`src/rtl/beta_serializer.sv`:
```
// -----------------------------------------------------------------------------
// beta_serializer
//
// Purpose: buffers A-element vectors of signed 8-bit beta values in a small
// vector FIFO. It then streams each vector out one element per beat over a
// valid/ready output. Element 0 goes out first, and m_tlast marks element A-1.
//
// Optional feature: when the macro BETA_ARGMAX_EN is defined, the block
// computes the index of the largest signed element of each vector as that
// vector is loaded. Ties resolve to the lowest index. The index is presented
// on m_argmax for every beat of the vector. Without the macro, m_argmax is
// tied to 0.
//
// Ports:
//   clk          single clock, rising edge
//   rst_n        asynchronous active-low reset
//   beta         input vector, element k at bits [k*8+7:k*8]
//   beta_tvalid  one-cycle write strobe (upstream has no backpressure)
//   m_tdata      serialized element
//   m_tvalid     m_tdata valid (high exactly while the FSM is in SEND)
//   m_tready     downstream accepts the beat
//   m_tlast      high on element A-1 of a vector
//   m_argmax     argmax index of the vector being sent
//   fifo_count   vectors stored in the FIFO and not yet loaded
//   overflow     sticky: a vector arrived while the FIFO was full with no pop
//
// Output handshake: a beat transfers on a rising edge where m_tvalid and
// m_tready are both high. While m_tvalid=1 and m_tready=0, the block holds
// m_tdata, m_tlast and m_argmax stable. m_tvalid never drops without a
// transfer.
// -----------------------------------------------------------------------------
module beta_serializer #(
  parameter int A     = 2,
  parameter int DEPTH = 4
) (
  input  logic                       clk,
  input  logic                       rst_n,
  input  logic [A*8-1:0]             beta,
  input  logic                       beta_tvalid,
  output logic [7:0]                 m_tdata,
  output logic                       m_tvalid,
  input  logic                       m_tready,
  output logic                       m_tlast,
  output logic [$clog2(A)-1:0]       m_argmax,
  output logic [$clog2(DEPTH):0]     fifo_count,
  output logic                       overflow
);

  localparam int IW = $clog2(A);
  localparam int PW = $clog2(DEPTH);
  localparam int CW = PW + 1;
  localparam int W  = A * 8;

  typedef enum logic {IDLE = 1'b0, SEND = 1'b1} state_t;

  state_t          state;
  logic [W-1:0]    mem [DEPTH];
  logic [PW-1:0]   wr_ptr;
  logic [PW-1:0]   rd_ptr;
  logic [IW-1:0]   idx;
  logic [W-1:0]    shreg;     // elements not yet presented, next one in [7:0]
  logic [W-1:0]    head;
  logic            hs;
  logic            last_beat;
  logic            full;
  logic            pop;
  logic            push;

  assign head      = mem[rd_ptr];
  assign hs        = (state == SEND) && m_tready;
  assign last_beat = (idx == IW'(A - 1));
  assign full      = (fifo_count == CW'(DEPTH));
  // A load happens from IDLE, or on the final beat of a vector so that the
  // next vector follows with no bubble.
  assign pop       = (fifo_count != '0) && ((state == IDLE) || (hs && last_beat));
  // A pop on the same edge frees a slot, so a full FIFO can still accept.
  assign push      = beta_tvalid && (!full || pop);
  assign m_tvalid  = (state == SEND);

  // Vector storage needs no reset: fifo_count decides which entries are live.
  always_ff @(posedge clk) begin
    if (push) mem[wr_ptr] <= beta;
  end

  always_ff @(posedge clk or negedge rst_n) begin
    if (!rst_n) begin
      wr_ptr     <= '0;
      rd_ptr     <= '0;
      fifo_count <= '0;
      overflow   <= 1'b0;
    end else begin
      if (push) wr_ptr <= wr_ptr + PW'(1);
      if (pop)  rd_ptr <= rd_ptr + PW'(1);
      case ({push, pop})
        2'b10:   fifo_count <= fifo_count + CW'(1);
        2'b01:   fifo_count <= fifo_count - CW'(1);
        default: fifo_count <= fifo_count;
      endcase
      if (beta_tvalid && !push) overflow <= 1'b1;
    end
  end

  // Output FSM. Data and last are registered directly, so they only change
  // on a load or a handshake.
  always_ff @(posedge clk or negedge rst_n) begin
    if (!rst_n) begin
      state   <= IDLE;
      idx     <= '0;
      shreg   <= '0;
      m_tdata <= '0;
      m_tlast <= 1'b0;
    end else begin
      if (pop) begin
        state   <= SEND;
        idx     <= '0;
        m_tdata <= head[7:0];
        shreg   <= head >> 8;
        m_tlast <= 1'b0;
      end else if (hs && last_beat) begin
        state   <= IDLE;
        m_tlast <= 1'b0;
      end else if (hs) begin
        idx     <= idx + IW'(1);
        m_tdata <= shreg[7:0];
        shreg   <= shreg >> 8;
        m_tlast <= (idx == IW'(A - 2));
      end
    end
  end

`ifdef BETA_ARGMAX_EN
  logic [IW-1:0] argmax_q;
  logic [IW-1:0] head_argmax;

  // Strict greater-than keeps the lowest index on ties.
  always_comb begin
    logic signed [7:0] best;
    best        = head[7:0];
    head_argmax = '0;
    for (int k = 1; k < A; k++) begin
      if ($signed(head[k*8 +: 8]) > best) begin
        best        = head[k*8 +: 8];
        head_argmax = IW'(k);
      end
    end
  end

  always_ff @(posedge clk or negedge rst_n) begin
    if (!rst_n)   argmax_q <= '0;
    else if (pop) argmax_q <= head_argmax;
  end

  assign m_argmax = argmax_q;
`else
  assign m_argmax = '0;
`endif

endmodule

```
`config.mk`:
```
export PLATFORM = sky130hd
export DESIGN_NAME = beta_serializer
export DESIGN_NICKNAME = d
export VERILOG_FILES = /design/src/rtl/beta_serializer.sv
export SDC_FILE = /design/constraint.sdc
export NUM_CORES = 1
export LEC_CHECK = 0
export CAP_MARGIN = 20
export CORE_UTILIZATION = 45
export DETAILED_ROUTE_END_ITERATION = 16
export PLACE_DENSITY = 0.65
export RECOVER_POWER = 100
export SYNTH_ARGS = -nofsm -noshare
export SYNTH_HDL_FRONTEND = slang
export SYNTH_SLANG_ARGS = --single-unit
export TNS_END_PERCENT = 100
```
`constraint.sdc`:
```
create_clock -name clk -period 3.1 [get_ports clk]
set_input_delay 0.62 -clock clk [delete_from_list [all_inputs] [get_ports clk]]
set_output_delay 0.62 -clock clk [all_outputs]
set_load 0.005 [all_outputs]
```
### Word level (Yosys, flattened, before mapping)

Memories as Yosys holds them, arrays and structs flattened.
Index checks and enable logic that the tools add are counted.

* add/subtract/negate cells: 5
* multiply operators: 0
* divide/modulo/power cells: 0
* $lt $le $gt $ge: 0
* equal/unequal tests: 4
* shifts and indexed selects: 0
* multiplexer cells: 17
* bitwise operators: 2
* reductions and logical operators: 15

Operator list (count)
* two-way mux 16 bit: 3
* two-way mux 8 bit: 3
* two-way mux 1 bit: 10
* case mux 3 bit (2 select lines): 1
* nonzero test 2 bit: 3
* nonzero test 3 bit: 2
* logical AND 1 bit: 5
* adder 2 x 1 -> 2 bit, second input constant: 2
* adder 3 x 1 -> 3 bit, second input constant: 1
* equality test 3 bit, second input constant: 1
* subtractor 3 x 1 -> 3 bit, second input constant: 1
* equality test 2 x 1 -> 1 bit, second input constant: 1
* equality test 2 bit, second input constant: 1
* zero test 1 bit: 2
* logical OR 1 bit: 2
* inequality test 2 bit, second input constant: 1
* NOT 1 bit: 2
* AND reduction 2 bit: 1
* adder 1 bit, second input constant: 1

* register bits: 35
* bits in latches: 0
* RAM bits: 64
* bits in read-only memories: 0
* input bits: 20
* output and inout port bits: 15
* word-level logic and storage cells: 53
* memories kept: 1

Memory list
* mem: words 4, bits a word 16, rd ports 1, clocked after Yosys merged registers in 0, write ports 1, RTL line 57 `logic [W-1:0] mem [DEPTH];`

### Logic depth before layout (Yosys ltp)

* depth after elaboration: 8
* depth in mapped cells: 10
* mapped depth without buffers: 8

### Least setup slack after synthesis

No wires, ideal clock.

* path type: input to register
* from: input port m_tready
* to: register fifo_count[2]
* setup time: 0.132 ns
* arrival: 2.183 ns
* required time: 2.968 ns
* setup slack: 0.785 ns
* stages: 10
* cell sequence: a21boi_4 -> nor2_1 -> buf_2 -> buf_4 -> nand2_1 -> fa_1 -> nor2b_1 -> nand2_1 -> a32oi_1 -> o21ai_0

* cells in the longest elaborated chain, start to end: 8

RTL lines
* from (decl): RTL line 42 `input logic m_tready,`
* logical AND 1 bit *: RTL line 70 `assign hs = (state == SEND) && m_tready;`
* logical AND 1 bit *: RTL line 75 `assign pop = (fifo_count != '0) && ((state == IDLE) || (hs && last_beat));`
* logical OR 1 bit *: RTL line 75
* logical AND 1 bit *: RTL line 75
* logical OR 1 bit: RTL line 77 `assign push = beta_tvalid && (!full || pop);`
* logical AND 1 bit: RTL line 77
* equality test 2 x 1 -> 1 bit / equality test 2 bit (equally long branches): RTL line 94 `case ({push, pop})`
* case mux 3 bit (2 select lines) / nonzero test 2 bit (equally long branches)
* to (signal assigned): RTL line 95 `2'b10: fifo_count <= fifo_count + CW'(1);`
* to (signal assigned): RTL line 96 `2'b01: fifo_count <= fifo_count - CW'(1);`
* to (signal assigned): RTL line 97 `default: fifo_count <= fifo_count;`
* to (decl): RTL line 45 `output logic [$clog2(DEPTH):0] fifo_count,`

Mark *: on every way between the ends. The rest lies on a longest branch, timed or not.
A chain may end at the register's enable or synchronous reset.

### Final worst setup path

* from: input port m_tready
* to: memory mem[2][3] (netlist bit) (enable)

* cells in the longest elaborated chain, start to end: 8

RTL lines
* logical AND 1 bit: RTL line 70
* logical AND 1 bit: RTL line 75
* logical OR 1 bit: RTL line 75
* logical AND 1 bit: RTL line 75
* logical OR 1 bit: RTL line 77
* logical AND 1 bit: RTL line 77
* two-way mux 1 bit: RTL line 82 `if (push) mem[wr_ptr] <= beta;`
* two-way mux 1 bit (implied by the code): RTL line 82
* to (decl): RTL line 57

Every way passes these cells.

==> results.md <==
- Power, Total: approximately 3.8 mW
- Die area: about 0.0084 mm²
- Place WS: about 0.38 ns
- Met2 GRT Util: 25.6%
- Worst Path Max Fanout: 16
- Slowest cell delay on critical path: approximately 0.64 ns
- GRT met1 Usage: 22.0%
- Fin. max-slew vios: 0
- Antenna diodes: 0
- Vias post-DR: 1933
- Finished Cell Area: around 0.0043 mm²
- CP bufs+invs: 2
- Fraction of layout cells with a size suffix above 1: around 14%
- Placed insts: between 300 and 400
- Slew @ Worst Pin: 1.49 ns
- GRT Resource Usage Total: between 15 and 20%
- Number of global-route vias before repair: 1943
- Clk buf depth: 2
- Max-capacitance violation count: 0
- Mean routed wirelength per cell: 16.7 µm
- Worst Skew: 0.00661 ns
- RD Place Congestion: 0.805
- Post-CTS setup buffers: 0
- Tmin final: approximately 2.5 ns
- Die Height: approximately 90 µm
- Achievable frequency: between 400 and 500 MHz
- WHS: 0.483 ns
- Critical path's top delay family: buffers and inverters
- Synthesis-to-finish area growth: 17.9%
- CP required: 3.09 ns
- DP Area: approximately 0.0041 mm²
- IO Pins: 35
- Reg clk slew, reported paths: 0.09 ns
- Nets: 283
- Synthesized flop and latch total: between 90 and 100
- Post-route ant nets: 0
- Syn Inst Count: around 210
- Vias/cell: about 5.3
- CP Class: input port to flip-flop
- Reg2Reg Setup Slack: between 1 and 1.5 ns
- Commonest non-fill, non-tap cell in the layout: edfxtp_1
- FP Rows: 32
- Crit-path cells: dlygate4sd3_1 > a21boi_4 > a31oi_1 > and2_0 > clkbuf_2
- Unrepaired setup endpoints after global routing: false
- Die Wd: just over 90 µm
- Startpoint types: input port
- Ys Warns: 0
- P_leak: between 1.5 and 2 nW
- TNS Setup: 0 ns
- CTS Hold Bufs: 0
- HP Class: flip-flop to flip-flop
- DR iter-0 viols: about 110
- Crit-path slowest cell: dlygate4sd3_1
- Clock sink total: ~90
- Largest net degree at the start of global routing: 32
- Root Buffer: clkbuf_8
- CP arrival: between 2 and 2.5 ns
- Skew-Pair Late Insertion Delay: 0.35 ns
- Fin cells: between 300 and 400
- Core Util, Final: roughly 55%
- Final hold violation count: 0
- I/O Buffers: 33
- Total grt overflow: 0
- DRC viols: 0
- Routing usage on met3: under 10%
- First-pass GRT wire length: 10100 µm
- Post-cts resize count: 0
- Cell variety after synth: 35
- Reg2reg path depth: 4
- Worst setup margin: about 0.63 ns
- Antenna violations before repair: 0
- Setup crit end kind: flip-flop
- Syn Area/Cell: around 17 µm²
- VDD IR max: about 0.32 mV
- CTS Buf Count: 9
- Seq/Total Area, Yosys: between 70% and 80%
- Status: completed
- DR pass1 iterations: 4
- Most frequent cells in the layout: edfxtp_1, dlygate4sd3_1, dfrtp_1, nand2_1, mux4_2
- Worst Hold Path Cells: 1
- Initial cell density of the core: roughly 47%
- Rel. slew slack: less than 1%
- Core region area: 0.00777 mm²
- Final WL: between 6000 and 7000 µm
- Busiest grt layer: met2
- H-Tree Depth: 3
- CTS tree: yes
- Post-Syn Nets: roughly 240
- PwrDens: roughly 900 mW/mm²
- Setup-failing EPs final: 0
- Layout fillers: ~650
- Tcrit/Tclk final: approximately four fifths
- Critical path depth: 5
- Post-Syn Area: 0.00362 mm²
- DP Wirelength: slightly below 4000 µm
## synth_stat cells
library cell / instances / area share (%)
or2_2: 1 / 0.17
mux2i_1: 2 / 0.55
mux4_1: 2 / 1.5
a21oi_1: 3 / 0.41
a221o_1: 6 / 1.7
nor2b_1: 1 / 0.17
o21ai_0: 13 / 1.8
xnor2_1: 2 / 0.48
inv_1: 5 / 0.52
nor4b_1: 1 / 0.24
clkbuf_1: 1 / 0.10
conb_1: 1 / 0.10
o32ai_1: 1 / 0.24
and2_1: 4 / 0.69
mux4_2: 14 / 8.7
buf_6: 1 / 0.31
ha_1: 4 / 1.4
nand2_1: 25 / 2.6
buf_2: 4 / 0.55
a41o_1: 1 / 0.28
fa_1: 1 / 0.55
a32oi_1: 1 / 0.24
nor3_1: 2 / 0.28
a21boi_4: 1 / 0.52
buf_4: 3 / 0.62
and2_0: 6 / 1.0
nor2_1: 10 / 1.0
a21bo_2: 1 / 0.28
edfxtp_1: 64 / 53
dfrtp_1: 27 / 19
nand3_1: 1 / 0.14
xor2_1: 2 / 0.48
a2111oi_0: 1 / 0.24
a31oi_1: 1 / 0.17
a2bb2oi_1: 1 / 0.24
## layout make-up
type / count / area (µm²) / share of cell area [%]
Sequential cell: 91 / 2600 / 60.9
Multi-Input combinational cell: 109 / 947 / 22.2
Timing Repair Buffer: 42 / 384 / 9.00
Tap cell: 102 / 128 / 2.99
Clock buffer: 9 / 124 / 2.90
Clock inverter: 7 / 68.8 / 1.61
Inverter: 5 / 18.8 / 0.440
## logic make-up (layout without fill, tap and decap cells)
| family | after synthesis | in the layout | synth area share, % |
|---|---|---|---|
| xor gates and xnor gates | 4 | 4 | 0.968 |
| AOI/OAI and AO/OA | 30 | 30 | 6.08 |
| and+or+nand+nor | 51 | 51 | 6.36 |
| other | 1 | 1 | 0.104 |
| muxes | 18 | 18 | 10.7 |
| buffers and inverters | 14 | 63 | 2.11 |
| adders and majority gates | 5 | 5 | 1.94 |
| DFF | 91 | 91 | 71.7 |
## final timing paths
kind                          start       endpoint
setup / recovery           m_tready      mem[2][3]
hold / removal             overflow       overflow
setup reg to reg           m_tvalid      mem[2][3]
hold reg to reg            overflow       overflow
max in group asynchronous     rst_n       shreg[4]
min in group asynchronous     rst_n  fifo_count[0]
## flip-flops by register name, summed over array words and instances (netlist names)
signal,flops
wr_ptr,2
shreg,8
overflow,1
m_tlast,1
m_tdata,8
mem,64
rd_ptr,2
m_tvalid,1
fifo_count,3
idx,1
## metal layers
| layer | up-vias | share of wire, % |
|---|---|---|
| met2 | 38 | 48 |
| met5 | - | 0 |
| met1 | 983 | 46 |
| met4 | 0 | 2.2 |
| li1 | 903 | - |
| met3 | 9 | 3.0 |
## power breakdown
part / switching (mW) / total, mW / leakage, nW / internal [mW]
logic: 0.577 / 1.19 / 0.544 / 0.617
registers: 0.225 / 1.88 / 0.917 / 1.66
clock network: 0.406 / 0.774 / 0.0865 / 0.368
total: 1.21 / 3.85 / 1.55 / 2.64
## worst reg2reg max path, delay by kind of cell, from the launching register on
family / cells / cell delay, ns
AO/OA/AOI/OAI: 2 / 0.64
buffers and inverters: 1 / 0.43
flip-flops: 1 / 0.42
AND/OR/NAND/NOR: 1 / 0.19
Note: power is estimated with default switching activity, not from simulation.
